### src/rtl/instruction_fetcher.sv
// Fetch front end: owns the PC, issues one icache request at a time and pre-decodes each returned
// word. It hands one instruction per pulse to the decoder and honours ROB back-pressure and redirects.
module instruction_fetcher #(
  parameter logic [31:0] RESET_PC = 32'h0
) (
  input  logic        clk_in,
  input  logic        rst_in,
  input  logic        rdy_in,
  input  logic        rob_full,
  input  logic        rob_to_if_jump,
  input  logic [31:0] rob_to_if_jump_PC,
  output logic        if_to_ic_valid,
  output logic [31:0] if_to_ic_addr,
  input  logic        ic_to_if_ready,
  input  logic [31:0] ic_to_if_inst,
  output logic        if_to_dc_ready,
  output logic [31:0] if_to_dc_PC,
  output logic [31:0] if_to_dc_inst,
  output logic [3:0]  if_to_dc_opType,
  output logic [5:0]  if_to_dc_op
);

  localparam logic [3:0] OPT_NONE = 4'd0, OPT_LUI = 4'd1, OPT_AUIPC = 4'd2, OPT_JAL = 4'd3,
                         OPT_JALR = 4'd4, OPT_BR = 4'd5, OPT_LD = 4'd6, OPT_ST = 4'd7,
                         OPT_RI = 4'd8, OPT_RC = 4'd9;

  localparam logic [5:0] OP_NONE = 6'd0, OP_LUI = 6'd1, OP_AUIPC = 6'd2, OP_JAL = 6'd3, OP_JALR = 6'd4,
                         OP_BEQ = 6'd5, OP_BNE = 6'd6, OP_BLT = 6'd7, OP_BGE = 6'd8, OP_BLTU = 6'd9,
                         OP_BGEU = 6'd10, OP_LB = 6'd11, OP_LH = 6'd12, OP_LW = 6'd13, OP_LBU = 6'd14,
                         OP_LHU = 6'd15, OP_SB = 6'd16, OP_SH = 6'd17, OP_SW = 6'd18, OP_ADDI = 6'd19,
                         OP_SLTI = 6'd20, OP_SLTIU = 6'd21, OP_XORI = 6'd22, OP_ORI = 6'd23,
                         OP_ANDI = 6'd24, OP_SLLI = 6'd25, OP_SRLI = 6'd26, OP_SRAI = 6'd27,
                         OP_ADD = 6'd28, OP_SUB = 6'd29, OP_SLL = 6'd30, OP_SLT = 6'd31,
                         OP_SLTU = 6'd32, OP_XOR = 6'd33, OP_SRL = 6'd34, OP_SRA = 6'd35,
                         OP_OR = 6'd36, OP_AND = 6'd37;

  typedef enum logic [1:0] {
    IDLE = 2'd0,
    WAIT = 2'd1,
    HOLD = 2'd2
  } state_t;

  function automatic logic [3:0] decode_type(input logic [6:0] opcode);
    case (opcode)
      7'b0110111: decode_type = OPT_LUI;
      7'b0010111: decode_type = OPT_AUIPC;
      7'b1101111: decode_type = OPT_JAL;
      7'b1100111: decode_type = OPT_JALR;
      7'b1100011: decode_type = OPT_BR;
      7'b0000011: decode_type = OPT_LD;
      7'b0100011: decode_type = OPT_ST;
      7'b0010011: decode_type = OPT_RI;
      7'b0110011: decode_type = OPT_RC;
      default:    decode_type = OPT_NONE;
    endcase
  endfunction

  // funct7[5] only matters for ADD/SUB, SRL/SRA and SRLI/SRAI.
  function automatic logic [5:0] decode_op(input logic [3:0] op_type, input logic [2:0] f3,
                                           input logic f7b5);
    case (op_type)
      OPT_LUI:   decode_op = OP_LUI;
      OPT_AUIPC: decode_op = OP_AUIPC;
      OPT_JAL:   decode_op = OP_JAL;
      OPT_JALR:  decode_op = OP_JALR;
      OPT_BR:
        case (f3)
          3'b000:  decode_op = OP_BEQ;
          3'b001:  decode_op = OP_BNE;
          3'b100:  decode_op = OP_BLT;
          3'b101:  decode_op = OP_BGE;
          3'b110:  decode_op = OP_BLTU;
          3'b111:  decode_op = OP_BGEU;
          default: decode_op = OP_NONE;
        endcase
      OPT_LD:
        case (f3)
          3'b000:  decode_op = OP_LB;
          3'b001:  decode_op = OP_LH;
          3'b010:  decode_op = OP_LW;
          3'b100:  decode_op = OP_LBU;
          3'b101:  decode_op = OP_LHU;
          default: decode_op = OP_NONE;
        endcase
      OPT_ST:
        case (f3)
          3'b000:  decode_op = OP_SB;
          3'b001:  decode_op = OP_SH;
          3'b010:  decode_op = OP_SW;
          default: decode_op = OP_NONE;
        endcase
      OPT_RI:
        case (f3)
          3'b000:  decode_op = OP_ADDI;
          3'b001:  decode_op = OP_SLLI;
          3'b010:  decode_op = OP_SLTI;
          3'b011:  decode_op = OP_SLTIU;
          3'b100:  decode_op = OP_XORI;
          3'b101:  decode_op = f7b5 ? OP_SRAI : OP_SRLI;
          3'b110:  decode_op = OP_ORI;
          3'b111:  decode_op = OP_ANDI;
          default: decode_op = OP_NONE;
        endcase
      OPT_RC:
        case (f3)
          3'b000:  decode_op = f7b5 ? OP_SUB : OP_ADD;
          3'b001:  decode_op = OP_SLL;
          3'b010:  decode_op = OP_SLT;
          3'b011:  decode_op = OP_SLTU;
          3'b100:  decode_op = OP_XOR;
          3'b101:  decode_op = f7b5 ? OP_SRA : OP_SRL;
          3'b110:  decode_op = OP_OR;
          3'b111:  decode_op = OP_AND;
          default: decode_op = OP_NONE;
        endcase
      default:   decode_op = OP_NONE;
    endcase
  endfunction

  state_t      state_r;
  logic [31:0] pc_r;
  logic [31:0] buf_inst_r;
  logic [3:0]  buf_type_r;
  logic [5:0]  buf_op_r;
  logic [31:0] buf_next_pc_r;
  logic        ic_valid_r;
  logic [31:0] ic_addr_r;
  logic        dc_ready_r;
  logic [31:0] dc_pc_r;
  logic [31:0] dc_inst_r;
  logic [3:0]  dc_type_r;
  logic [5:0]  dc_op_r;

  logic [3:0]  dec_type_s;
  logic [5:0]  dec_op_s;
  logic [31:0] jal_imm_s;
  logic [31:0] next_pc_s;

  // Pre-decode of the word currently returned by the icache and its static next PC.
  always_comb begin
    dec_type_s = decode_type(ic_to_if_inst[6:0]);
    dec_op_s   = decode_op(dec_type_s, ic_to_if_inst[14:12], ic_to_if_inst[30]);
    jal_imm_s  = {{11{ic_to_if_inst[31]}}, ic_to_if_inst[31], ic_to_if_inst[19:12],
                  ic_to_if_inst[20], ic_to_if_inst[30:21], 1'b0};
    if (dec_type_s == OPT_JAL) begin
      next_pc_s = pc_r + jal_imm_s;
    end else begin
      next_pc_s = pc_r + 32'd4;
    end
  end

  // Fetch FSM with registered icache request and decoder payload.
  always_ff @(posedge clk_in) begin
    if (rst_in) begin
      state_r       <= IDLE;
      pc_r          <= RESET_PC;
      buf_inst_r    <= 32'd0;
      buf_type_r    <= OPT_NONE;
      buf_op_r      <= OP_NONE;
      buf_next_pc_r <= 32'd0;
      ic_valid_r    <= 1'b0;
      ic_addr_r     <= 32'd0;
      dc_ready_r    <= 1'b0;
      dc_pc_r       <= 32'd0;
      dc_inst_r     <= 32'd0;
      dc_type_r     <= OPT_NONE;
      dc_op_r       <= OP_NONE;
    end else if (rdy_in) begin
      dc_ready_r <= 1'b0;
      if (rob_to_if_jump) begin
        pc_r       <= rob_to_if_jump_PC;
        ic_valid_r <= 1'b0;
        state_r    <= IDLE;
      end else begin
        case (state_r)
          IDLE: begin
            ic_valid_r <= 1'b1;
            ic_addr_r  <= pc_r;
            state_r    <= WAIT;
          end
          WAIT: begin
            if (ic_to_if_ready) begin
              ic_valid_r <= 1'b0;
              if (dec_type_s == OPT_NONE) begin
                pc_r    <= pc_r + 32'd4;
                state_r <= IDLE;
              end else begin
                buf_inst_r    <= ic_to_if_inst;
                buf_type_r    <= dec_type_s;
                buf_op_r      <= dec_op_s;
                buf_next_pc_r <= next_pc_s;
                if (rob_full) begin
                  state_r <= HOLD;
                end else begin
                  dc_ready_r <= 1'b1;
                  dc_pc_r    <= pc_r;
                  dc_inst_r  <= ic_to_if_inst;
                  dc_type_r  <= dec_type_s;
                  dc_op_r    <= dec_op_s;
                  pc_r       <= next_pc_s;
                  state_r    <= IDLE;
                end
              end
            end
          end
          HOLD: begin
            if (!rob_full) begin
              dc_ready_r <= 1'b1;
              dc_pc_r    <= pc_r;
              dc_inst_r  <= buf_inst_r;
              dc_type_r  <= buf_type_r;
              dc_op_r    <= buf_op_r;
              pc_r       <= buf_next_pc_r;
              state_r    <= IDLE;
            end
          end
          default: begin
            ic_valid_r <= 1'b0;
            state_r    <= IDLE;
          end
        endcase
      end
    end
  end

  assign if_to_ic_valid  = ic_valid_r;
  assign if_to_ic_addr   = ic_addr_r;
  assign if_to_dc_ready  = dc_ready_r;
  assign if_to_dc_PC     = dc_pc_r;
  assign if_to_dc_inst   = dc_inst_r;
  assign if_to_dc_opType = dc_type_r;
  assign if_to_dc_op     = dc_op_r;

endmodule

### config.mk
export PLATFORM = sky130hd
export DESIGN_NAME = instruction_fetcher
export DESIGN_NICKNAME = d
export VERILOG_FILES = /design/src/rtl/instruction_fetcher.sv
export SDC_FILE = /design/constraint.sdc
export NUM_CORES = 1
export LEC_CHECK = 0
export BUFFER_PORTS_ARGS = -buffer_cell sky130_fd_sc_hd__buf_2
export CAP_MARGIN = 20
export CELL_PAD_IN_SITES_DETAIL_PLACEMENT = 0
export CELL_PAD_IN_SITES_GLOBAL_PLACEMENT = 1
export CORE_MARGIN = 3
export CORE_UTILIZATION = 47
export CTS_BUF_LIST = sky130_fd_sc_hd__clkbuf_8
export CTS_CLUSTER_DIAMETER = 200
export DETAILED_ROUTE_END_ITERATION = 10
export PLACE_DENSITY = 0.95
export SYNTH_ARGS = -nofsm -noshare
export SYNTH_HDL_FRONTEND = slang
export SYNTH_SLANG_ARGS = --single-unit
### constraint.sdc
create_clock -name clk_in -period 4.95 [get_ports clk_in]
set_input_delay 0.99 -clock clk_in [delete_from_list [all_inputs] [get_ports clk_in]]
set_output_delay 0.99 -clock clk_in [all_outputs]
set_load 0.02 [all_outputs]
After elaboration in Yosys (flattened, before gate mapping)
Index checks and enable logic that the tools add are counted.
{"block": "word_totals", "regBits": 216, "input_bits": 70, "elab_cells": 114}
{"block": "classes", "n_mux": 50, "n_eq_ne": 35, "n_bitwise": 2, "reduce_logical": 12, "addsub": 2}
{"cell": "32-bit 2-to-1 mux", "n": 13}
{"cell": "32-bit one-hot mux with 2 select lines", "n": 3}
{"cell": "6-bit one-hot mux with 8 select lines", "n": 2}
{"cell": "6-bit one-hot mux with 9 select lines", "n": 1}
{"cell": "4-bit one-hot mux with 9 select lines", "n": 1}
{"cell": "32-bit by 3-bit adder with 32-bit output (second input constant)", "n": 1}
{"cell": "32-bit adder", "n": 1}
{"cell": "6-bit 2-to-1 mux", "n": 4}
{"cell": "4-bit one-hot mux with 6 select lines", "n": 1}
{"cell": "7-bit by 6-bit equality test with 1-bit output (second input constant)", "n": 3}
{"cell": "7-bit equality test (second input constant)", "n": 3}
{"cell": "4-bit one-hot mux with 5 select lines", "n": 1}
{"cell": "4-bit by 3-bit equality test with 1-bit output (second input constant)", "n": 4}
{"cell": "4-bit 2-to-1 mux", "n": 4}
{"cell": "5-bit one-hot mux with 3 select lines", "n": 1}
{"cell": "5-bit AND reduction", "n": 3}
{"cell": "7-bit by 5-bit equality test with 1-bit output (second input constant)", "n": 2}
{"cell": "3-bit equality test (second input constant)", "n": 4}
{"cell": "6-bit one-hot mux with 2 select lines", "n": 1}
{"cell": "2-bit 2-to-1 mux", "n": 5}
{"cell": "2-bit inequality test (second input constant)", "n": 5}
{"cell": "1-bit 2-to-1 mux", "n": 9}
{"cell": "3-bit AND reduction", "n": 3}
{"cell": "4-bit by 2-bit equality test with 1-bit output (second input constant)", "n": 2}
{"cell": "other kinds (20)", "n": 24}

Depth between registers and ports, before layout
Gate-level depths: netlist of run 1.
{"block": "logic_depth", "ltp_word": 9, "mapped_depth": 13, "ltp_nobuf": 12}

Least setup slack after synthesis of run 1
No wires, ideal clock.
{"block": "synth_timing", "path_type": "input-to-reg", "from": "input port ic_to_if_inst[21]", "to": "register buf_next_pc_r[31]", "n_path_buf": 0, "t_required_ps": 4855, "path_slack_ps": 1646, "cell_stages": 12, "setup_time_ps": 95, "t_arrival_ps": 3209, "cell_sequence": "ha_1 -> inv_1 -> fa_1 -> nand2b_1 -> a21oi_1 -> o21ai_1 -> o31ai_4 -> a41oi_1 -> nor4_2 -> nor3b_2 -> or4_1 -> o311ai_1"}
{"block": "synth_via", "elab_chain_cells": 2}
{"element": "start: declaration", "line_no": "15", "rtl": "input logic [31:0] ic_to_if_inst,"}
{"element": "32-bit adder", "line_no": "146", "rtl": "next_pc_s = pc_r + jal_imm_s;"}
{"element": "32-bit 2-to-1 mux", "line_no": "145", "rtl": "if (dec_type_s == OPT_JAL) begin"}
{"element": "end signal: assignment", "line_no": "191", "rtl": "buf_next_pc_r <= next_pc_s;"}
{"element": "end: declaration", "line_no": "125", "rtl": "logic [31:0] buf_next_pc_r;"}
Every way passes these cells.
A chain may end at the register's enable or synchronous reset.

Worst setup path in the final report of run 1
Ends and elaborated chain as after synthesis.

==> results of run 1 <==
## worst min-delay path: stages (launching register included)
cell and delay [ns]:
dfxtp_1 0.30, nand2_1 0.05, a21oi_1 0.05
## path summary, 6_finish.rpt
check / start / slack, ns / to
max: ic_to_if_inst[21] / 1.69 / buf_next_pc_r[31]$_SDFFE_PP0P_
min: if_to_ic_addr[11]$_SDFFE_PP0P_ / 0.45 / if_to_ic_addr[11]$_SDFFE_PP0P_
max reg2reg: pc_r[1]$_SDFFE_PP0P_ / 1.70 / buf_next_pc_r[31]$_SDFFE_PP0P_
min reg2reg: if_to_ic_addr[11]$_SDFFE_PP0P_ / 0.45 / if_to_ic_addr[11]$_SDFFE_PP0P_
## where the power goes
part	switching (uW)	total [uW]	internal, uW
Combinational	443	696	253
Sequential	72.4	1860	1790
Clock	781	1750	970
## per-stage QoR
stage                     cell area [um^2]    util  setup slack [ns]  total power, uW
final                                13720  0.5592             1.688             4310
after global routing                 13720  0.5592             1.535             4508
after CTS                            13660  0.5569             1.730             4335
after detailed placement             12840  0.5233             1.171             2582
after global placement               12810  0.5222             1.211             2570
after floorplan                      11840       -             1.646             2367
## kinds of logic after synthesis
family                     after synthesis  synth area share
and+or+nand+nor                        620            0.2309
adders and majority gates               35           0.03762
muxes                                   55           0.04650
buffers and inverters                  141           0.05031
xor gates and xnor gates                51           0.03773
DFF                                    216            0.3653
AOI/OAI and AO/OA                      443            0.2317
## placed cells by master (no fill, tap or decap), drive strengths merged, types with 7 or more instances in the layout
master,instances
nor2,147
xnor2,32
clkinv,11
nand2b,13
xor2,19
and3,13
ha,34
buf,199
a21oi,209
a21o,21
o211ai,13
nand2,319
nand4,19
nor2b,10
a31oi,10
clkbuf,50
o21ai,63
inv,27
nor3,33
dfxtp,216
mux2i,55
a211oi,62
nand3,29
or3,7
## metal layers
layer,track usage,part of all wire,vias up
met5,0,0,-
met4,0.1006,0.036,0
met3,0.04314,0.059,95
met2,0.4268,0.47,385
met1,0.3420,0.44,5467
li1,-,-,5721
## final cells by class
cell class	instances	area (um^2)
Multi-Input combinational cell	1204	6942
Inverter	18	67.56
Sequential cell	216	4324
Timing Repair Buffer	199	1155
Tap cell	324	405.4
Fill cell	2357	10820
Clock buffer	50	688.2
Clock inverter	22	136.4
## synth_stat cells (all sizes together) (5+ instances only)
cell type	instances	area share
a211oi	62	0.040
a21o	21	0.013
a21oi	209	0.089
a221oi	6	0.0044
a31oi	10	0.0053
and2	6	0.0032
and3	13	0.0069
and4	6	0.0046
buf	44	0.019
clkbuf	79	0.025
dfxtp	216	0.37
ha	34	0.036
inv	17	0.0054
mux2i	55	0.047
nand2	319	0.10
nand2b	13	0.0069
nand3	29	0.012
nand4	19	0.013
nor2	147	0.047
nor2b	10	0.0053
nor3	33	0.014
nor4	6	0.0037
o211ai	13	0.0082
o21a	5	0.0032
o21ai	63	0.027
o21bai	5	0.0035
o22ai	5	0.0026
or3	7	0.0045
xnor2	32	0.024
xor2	19	0.014
## registers in the layout, summed over array words and instances (netlist names)
register	cells
if_to_dc_op	6
buf_next_pc_r	32
if_to_dc_opType	4
state_r	2
if_to_dc_ready	1
if_to_dc_inst	32
buf_op_r	6
buf_type_r	4
if_to_dc_PC	32
if_to_ic_valid	1
buf_inst_r	32
pc_r	32
if_to_ic_addr	32
==> impl_metrics.toml, run 1 <==
[floorplanning]
start_util = 0.4826
die_area_um2 = 27130
rows = 57
chipWidth_um = 164.7
core_um2 = 24530
io_pins = 178
die_h_um = 164.7

[timing]
worst_slew_pin_slew_ns = 0.9399
finalClockSkew_ns = 0.03293
layout_min_cycle_time_ns = 3.262
slew_viol_final = 0
finalCritPeriodShare = 0.6591
max_freq_mhz = 306.5
finalSetupViolations = 0
relSlewSlack = 0.3705
whs_ns = 0.4496
rsz0062_at_grt = "no"
hold_viol_final = 0
tns_ns = 0

[hold_path]
hold_depth = 2
worstHoldPathType = "register to register"

[synthesis]
synth_seq_cells = 216
syn_area_um2 = 11840
seq_area_frac_synth = 0.3653
ys_async_sr_fraction = 0
synth-edff-count = 0
ys_warn_count = 0
synth.distinct_cells = 83
syn_inst = 1561
synth_area_per_cell_um2 = 7.584
synth_top_flop_cell = "dfxtp_1"
synth_fp_nets = 1666

[power]
p_leak_uw = 0.005452
powerDensity_nw_per_um2 = 314.2
ir_drop_mv = 0.1788

[clock_network]
cts_tree = "done"
clock_latency_ns = 0.55
cts_setup_buffers = 0
cts.sinks = 216
numCtsBuffers = 41
cts_resized = 0
hold_buffers = 0
cts-root-buf = "clkbuf_8"
cts_buffer_depth = 3
cts.clk_slew.worst_paths_ns = 0.06
cts_htree_levels = 2

[setup_path]
path_buf_inv = 2
path_depth = 13
critPathLaunchType = "input pin"
slowest_stage = "or4_1"
arrival_ns = 3.72
cp_top_family = "compound AO/OA/AOI/OAI gates"
cp_slowest_stage_delay_ns = 0.41
cp_cell_sequence = "buf_2 > ha_1 > inv_1 > fa_1 > nand2b_1 > a21oi_1 > o21ai_1 > o31ai_4 > a41oi_1 > nor4_2 > nor3b_2 > or4_1 > o311ai_1"
worstRegToRegCells = 12
critPathMaxFanout = 4
end_kind = "register"
path_class = "input pin to register"
crit_required_ns = 5.41

[placed_design]
place_hpwl_mm = 24.96
gp_congestion = 0.9115
port_buffers = 177
dpl.cell_count = 1959

[global_route]
grtUsageTotal = 0.2599
grt.overflow.total = 0
grt_max_degree = 103
antenna_found_initial = 0
grt_pass1_vias = 11050
grt_pass1_wl_mm = 57.28

[finish]
final_layout_size_suffix_gt1_frac = 0.1673
final_net_count = 1785
antenna_cells = 0
syn2layout_area_growth_pct = 15.87
fin_cells = 2033

[routing]
drc_errors = 0
vias = 11670
viasPerCell = 5.739
routed_wl_mm = 36.05
initialDrtViolationCount = 934
first_pass_iters = 6
wl_per_cell_um = 17.73
route.antenna.remaining_nets = 0

[status]
status = "finished clean"

[flow_run]
cap_violations = 0
(Power assumes the default switching activity.)
==> run 2: changes to the inputs <==
Settings changed: CORE_UTILIZATION 47 to 39, PLACE_DENSITY 0.95 to 0.87.
Clock period 4.95 ns to 2.9 ns, I/O delays scaled along.
==> run 2 against run 1 <==
  * Final area increased by 8.5%
  * Core utilization shrank 5.9 points
  * Via count increased by 3.6%
  * Die area up 20%
  * Clock-buffer cell count shrank 3
  * Flip-flop and latch count did not move
  * The run now ends with setup timing left
==> impl_metrics.toml, run 2 (synthesis results as in run 1) <==
[status]
status = "complete, but fails checks"
violations = "setup timing"

[timing]
finalCritPeriodShare = 1.007
worst_slew_pin_slew_ns = 1.029
layout_min_cycle_time_ns = 2.921
relSlewSlack = 0.3108
finalClockSkew_ns = 0.03182
slew_viol_final = 0
finalSetupViolations = 1
rsz0062_at_grt = "yes"
hold_viol_final = 0
worst_slack_ns = -0.02085
max_freq_mhz = 342.4
whs_ns = 0.2880
tns_ns = -0.02085

[routing]
drc_errors = 0
vias = 12090
highest_layer = "met4"
initialDrtViolationCount = 884
wl_per_cell_um = 17.42
route.antenna.remaining_nets = 0
routed_wl_mm = 38.77
dr_wl_met2_mm = 18.56
wl_met3_mm = 1.907
m1WireLength_mm = 17.34
first_pass_iters = 7
viasPerCell = 5.432

[clock_network]
cts_buffer_depth = 3
clock_latency_ns = 0.55
cts_htree_levels = 2
numCtsBuffers = 40
cts.clk_slew.worst_paths_ns = 0.06
cts.sinks = 216
cts-root-buf = "clkbuf_8"
cts_tree = "done"

[placed_design]
pre_cts_slack_ns = -0.3782
place_hpwl_mm = 28.01
gp_congestion = 0.8952
dpl.cell_count = 2146
port_buffers = 177

[finish]
layout_commonest_cell = "nand2_1"
final_util = 0.4997
final_cell_mix = "nand2_1, dfxtp_1, a21oi_1"
final_net_count = 1909
syn2layout_area_growth_pct = 25.77
final_layout_size_suffix_gt1_frac = 0.2312
fin_cells = 2225

[setup_path]
path_buf_inv = 2
cp_top_family = "simple AND/OR/NAND/NOR gates"
cp_cell_sequence = "ha_4 > inv_2 > fa_2 > nand2b_4 > a21oi_2 > buf_6 > o21ai_4 > o31ai_4 > a41oi_2 > nor4_2 > nor3b_2 > or4_1 > o311ai_2"
crit_required_ns = 3.35
end_kind = "register"
critPathMaxFanout = 4
arrival_ns = 3.38
critPathLaunchType = "register"
slowest_stage = "or4_1"
path_class = "register to register"
cp_slowest_stage_delay_ns = 0.43

[global_route]
grt.overflow.total = 0
grt_pass1_vias = 11670
grtUsageTotal = 0.2299
grt_pass1_wl_mm = 62.31
antenna_found_initial = 1
grt_max_degree = 87

[floorplanning]
start_util = 0.3973
io_pins = 178
rows = 63
core_um2 = 29800
die_area_um2 = 32480
chipWidth_um = 180.2
die_h_um = 180.2

[power]
powerDensity_nw_per_um2 = 515.6
p_leak_uw = 0.006106
ir_drop_mv = 0.3040

[hold_path]
worstHoldPathType = "input pin to register"

[flow_run]
cap_violations = 0
-- run 2: per-layer routing --
layer	vias to the layer above	GRT usage
met2	336	0.3924
met1	5725	0.3042
met5	-	0
li1	5966	-
met3	60	0.03088
met4	0	0.06785
-- run 2: final cells by class --
class / count / area, um^2
Antenna cell: 1 / 2.502
Clock buffer: 47 / 646.9
Clock inverter: 25 / 202.7
Fill cell: 2952 / 14910
Inverter: 18 / 67.56
Multi-Input combinational cell: 1204 / 7015
Sequential cell: 216 / 4329
Tap cell: 390 / 488.0
Timing Repair Buffer: 324 / 2137
-- run 2: worst register-to-register path, delay by kind of cell (launching register included) --
| kind | cells | cell delay [ns] |
|---|---|---|
| AO/OA/AOI/OAI | 5 | 0.84 |
| flip-flops | 1 | 0.37 |
| AND/OR/NAND/NOR | 4 | 0.99 |
| adder cells (fa/ha/maj) | 2 | 0.47 |
| buffers and inverters | 2 | 0.18 |
-- run 2: worst paths after layout --
kind	end	slack [ns]	depth (start not counted)	from
worst min register to register	if_to_dc_op[1]$_SDFFE_PP0P_	0.45	2	if_to_dc_op[1]$_SDFFE_PP0P_
worst max-delay path	buf_next_pc_r[31]$_SDFFE_PP0P_	-0.02	13	pc_r[1]$_SDFFE_PP0P_
worst min-delay path	buf_inst_r[10]$_SDFFE_PP0P_	0.29	3	ic_to_if_inst[10]
worst max register to register	buf_next_pc_r[31]$_SDFFE_PP0P_	-0.02	13	pc_r[1]$_SDFFE_PP0P_
-- run 2: through the flow --
step | instance area (um^2) | total power [uW]
final | 14890 | 7677
after global routing | 14890 | 8029
after CTS | 14770 | 7735
after detailed placement | 13910 | 4615
after global placement | 13910 | 4599
after floorplan | 11840 | 4041
-- run 2: power breakdown --
part	leakage, uW	total [uW]	switching [uW]	internal [uW]
clock network	0.000477	3100	1340	1760
registers	0.00175	3120	67.2	3060
logic	0.00388	1450	867	588
-- run 2: what timing repair did --
item / CTS / global route
hold buffers: 0 / 0
endpoints found under the setup margin: 3 / 18
resized for setup: 1 / 17
buffers inserted: 1 / 5
pin swaps: 1 / 6
